$ cat src/rtl/sipo_frame_deser.sv
// Serial-in/parallel-out frame deserializer with a valid/ready holding register.
// Define PARITY_CHK_EN to expect a trailing even-parity bit per frame and report par_err.
module sipo_frame_deser #(
  parameter int WIDTH = 5
) (
  input  logic             clk,
  input  logic             clr,
  input  logic             sin,
  input  logic             sin_vld,
  input  logic             start,
  output logic [WIDTH-1:0] pout,
  output logic             pout_vld,
  input  logic             pout_rdy,
  output logic             busy,
  output logic             ovf,
  output logic             par_err
);

  localparam int CW = $clog2(WIDTH + 1);
  localparam logic [1:0] IDLE  = 2'd0;
  localparam logic [1:0] SHIFT = 2'd1;
`ifdef PARITY_CHK_EN
  localparam logic [1:0] PAR   = 2'd2;
`endif
  localparam logic [CW-1:0] LAST = CW'(WIDTH - 1);

  logic [1:0]       state;
  logic [CW-1:0]    cnt;
  logic [WIDTH-1:0] sreg;
  logic [WIDTH-1:0] shifted;
  logic [WIDTH-1:0] word;
  logic             done;

  assign shifted = {sin, sreg[WIDTH-1:1]};
  assign busy    = (state != IDLE);

`ifdef PARITY_CHK_EN
  logic perr;
  // The word is already complete in sreg; the parity edge only delivers the check bit.
  assign done = (state == PAR) && sin_vld;
  assign word = sreg;
  assign perr = (^sreg) ^ sin;
`else
  logic unused_lsb;
  assign done       = (state == SHIFT) && sin_vld && !start && (cnt == LAST);
  assign word       = shifted;
  assign par_err    = 1'b0;
  assign unused_lsb = sreg[0];
`endif

  always_ff @(posedge clk) begin
    if (clr) begin
      state <= IDLE;
      cnt   <= '0;
      sreg  <= '0;
    end else if (sin_vld) begin
      case (state)
        IDLE: begin
          if (start) begin
            sreg  <= {sin, {(WIDTH-1){1'b0}}};
            cnt   <= CW'(1);
            state <= SHIFT;
          end
        end
        SHIFT: begin
          if (start) begin
            sreg <= {sin, {(WIDTH-1){1'b0}}};
            cnt  <= CW'(1);
          end else begin
            sreg <= shifted;
            cnt  <= cnt + CW'(1);
            if (cnt == LAST) begin
`ifdef PARITY_CHK_EN
              state <= PAR;
`else
              state <= IDLE;
`endif
            end
          end
        end
`ifdef PARITY_CHK_EN
        PAR: state <= IDLE;
`endif
        default: state <= IDLE;
      endcase
    end
  end

  // A completed word is dropped (and flagged) only if the held word is stalled.
  always_ff @(posedge clk) begin
    if (clr) begin
      pout     <= '0;
      pout_vld <= 1'b0;
      ovf      <= 1'b0;
`ifdef PARITY_CHK_EN
      par_err  <= 1'b0;
`endif
    end else if (done) begin
      if (pout_vld && !pout_rdy) begin
        ovf <= 1'b1;
      end else begin
        pout     <= word;
        pout_vld <= 1'b1;
`ifdef PARITY_CHK_EN
        par_err  <= perr;
`endif
      end
    end else if (pout_vld && pout_rdy) begin
      pout_vld <= 1'b0;
`ifdef PARITY_CHK_EN
      par_err  <= 1'b0;
`endif
    end
  end

endmodule

$ cat config.mk
export PLATFORM = sky130hd
export DESIGN_NAME = sipo_frame_deser
export DESIGN_NICKNAME = d
export VERILOG_FILES = /design/src/rtl/sipo_frame_deser.sv
export SDC_FILE = /design/constraint.sdc
export NUM_CORES = 1
export LEC_CHECK = 0
export CAP_MARGIN = 10
export CELL_PAD_IN_SITES_DETAIL_PLACEMENT = 0
export CELL_PAD_IN_SITES_GLOBAL_PLACEMENT = 2
export CORE_MARGIN = 10
export CORE_UTILIZATION = 30
export DETAILED_ROUTE_END_ITERATION = 6
export PLACE_DENSITY_LB_ADDON = 0.1
export SLEW_MARGIN = 25
export SYNTH_ARGS = -nofsm -noshare
export SYNTH_HDL_FRONTEND = slang
export SYNTH_SLANG_ARGS = --single-unit
$ cat constraint.sdc
create_clock -name clk -period 3.1 [get_ports clk]
set_input_delay 0.62 -clock clk [delete_from_list [all_inputs] [get_ports clk]]
set_output_delay 0.62 -clock clk [all_outputs]
set_load 0.02 [all_outputs]
==> flow_summary_export.csv <==
group,metric,value,unit
clocking,cts_resized,0,
clocking,cts_buffer_depth,2,
sta,finalSetupViolCount,0,
floorplanning,ios,15,
setup_path,crit_chain,"clkdlybuf4s50_1 > and3b_1 > and4b_1 > mux2i_1",
clocking,clock_latency,0.28,ns
global_route,grt_util_all_layers,6.04,%
sta,whs,0.479,ns
sta,skew,0.00944,ns
place,port_buffers,13,
synth,synth_cells,68,
synth,synthArstFlopShare,0,%
setup_path,slowest_stage,"clkdlybuf4s50_1",
layout,final_common_cell,"dfxtp_1",
clocking,cts_tree,"done",
routing,drt_iter0_markers,9,
clocking,cts_num_sinks,15,
global_route,grt_pass1_vias,431,
sta,setup_slack,1.16,ns
synth,ys.flop_type,"dfxtp_1",
synth,netlist-cell-type-count,23,
synth,ys_ff_latch,15,
global_route,grt_pass1_wl,2070,µm
layout,stdcell_area,811,µm²
layout,layout.cells.non_filler,107,
setup_path,required,3.31,ns
synth,synth.avg_cell_area,9.66,µm²
setup_path,max_stage_delay,0.47,ns
sta,period_share,62.7,%
setup_path,worstPathArrival,2.16,ns
place,dp_hpwl,913,µm
global_route,antenna_found_initial,0,
setup_path,critPathMaxFanout,9,
layout,antenna_cells,0,
routing,vias,487,
routing,antenna_left,0,
layout,fin_nets,89,
routing,wirelength,1260,µm
floorplanning,dieArea,4460,µm²
clocking,cts_buffers,3,
pwr,leakage,0.292,nW
routing,drc_errors,0,
synth,syn_nets,76,
routing,via_per_inst,4.55,
sta,relSlewSlack,60.5,%
sta,rsz0062_at_grt,"false",
global_route,grt_overflow,0,
pwr,ir_worst_vdd,0.202,mV
layout,layout_common_cells,"15 x dfxtp_1, 13 x clkdlybuf4s50_1, 10 x nand2b_1",
hold_path,min_path_type,"reg -> reg",
synth,synth.largest_area_cell,"dfxtp_1",
outcome,status,"completed",
synth,synth-seq-area-share,45.7,%
layout,post-route-util,40.1,%
sta,fin_tns_setup,0,ns
floorplanning,die_h,66.8,µm
clocking,holdBufCountCts,0,
floorplanning,initial_core_util,32.5,%
setup_path,crit_path_end_kind,"register",
routing,firstDrtPassIters,2,
synth,synth_edf_count,0,
layout,drive_above_1_share,7.50,%
clocking,h-tree-depth,1,
layout,area_growth,23.4,%
floorplanning,die_w,66.8,µm
floorplanning,rows,16,
place,gp_congestion,0.684,
synth,synth.area.top_cells,"dfxtp_1 46%, nand2b_1 9.5%, mux2i_1 9.1%",
sta,final.min_clock_period,1.94,ns
clocking,post-cts-setup-buffers,0,
synth,synth-warning-count,0,
sta,clock.fmax,514,MHz
pwr,finalPower,0.333,mW
setup_path,crit_type,"in -> reg",
clocking,root_buffer,"clkbuf_4",
pwr,powerDensity,411,nW/µm²
global_route,grt_max_degree,21,
place,place_area,783,µm²
sta,slew_violations,0,
place,dp_cells,103,
setup_path,startpoint_type,"primary input",
clocking,clk_pin_slew,0.09,ns
run,drv_cap,0,
synth,synth_area,657,µm²
place,pre_cts_ws,0.854,ns
sta,final-hold-violation-count,0,
synth,synth.top_cell.area_share,45.7,%
floorplanning,coreArea,2020,µm²
sta,tightest_slew,0.591,ns
routing,avgRoutedWirePerCell,11.7,µm
==> cell type report <==
class / instances / area, µm²
fillers: 208 / 1210
flip-flops and latches: 15 / 300
multi-input cells: 45 / 308
clock buffers: 3 / 22.5
clock inverters: 1 / 5.00
well taps: 27 / 33.8
inverters: 3 / 11.3
repair buffers: 13 / 130
==> path summary, 6_finish.rpt <==
check / from / to / slack (ns) / depth (start not counted)
min: ovf$_SDFFE_PP0P_ / ovf$_SDFFE_PP0P_ / 0.48 / 2
max: start / pout[0]$_SDFFE_PP0P_ / 1.16 / 4
min reg2reg: ovf$_SDFFE_PP0P_ / ovf$_SDFFE_PP0P_ / 0.48 / 2
max reg2reg: state[0]$_SDFFE_PP0P_ / pout[0]$_SDFFE_PP0P_ / 1.61 / 3
==> cells by family after synthesis <==
logic type | synth area share, %
mux | 9.14
flops | 45.7
simple gates | 19.2
other cells | 0.571
compound gates | 14.1
fa+ha+maj | 3.81
buf+inv | 7.43
==> power breakdown <==
part           switching (mW)  internal [mW]  leakage, nW
sequential            0.00266          0.195        0.121
combinational          0.0142         0.0138        0.152
clock                  0.0596         0.0478       0.0177
==> synth_stat cells (2+ instances only) <==
cell type,n
dfxtp_1,15
nand2b_1,10
nor2_1,7
mux2i_1,6
a21oi_1,4
a22oi_1,4
inv_1,3
buf_6,2
clkbuf_1,2
ha_1,2
==> worst max-delay path, delay by kind of cell <==
kind | cells | cell delay [ns]
and+or+nand+nor | 2 | 0.85
buffers and inverters | 1 | 0.47
muxes | 1 | 0.22
==> per-layer routing <==
metal	vias up	wire length (µm)	track usage (%)	share of wire, %
met1	219	603	7.45	48
met3	2	109	2.51	8.7
met4	0	16	4.71	1.3
met2	10	526	7.94	42
met5	-	0	0	0
li1	256	-	-	-
==> state kept, by name (all words and copies together) (netlist names) <==
| name | count |
|---|---|
| state | 1 |
| cnt | 3 |
| pout | 5 |
| ovf | 1 |
| sreg | 4 |
| pout_vld | 1 |
(Power assumes the default switching activity.)
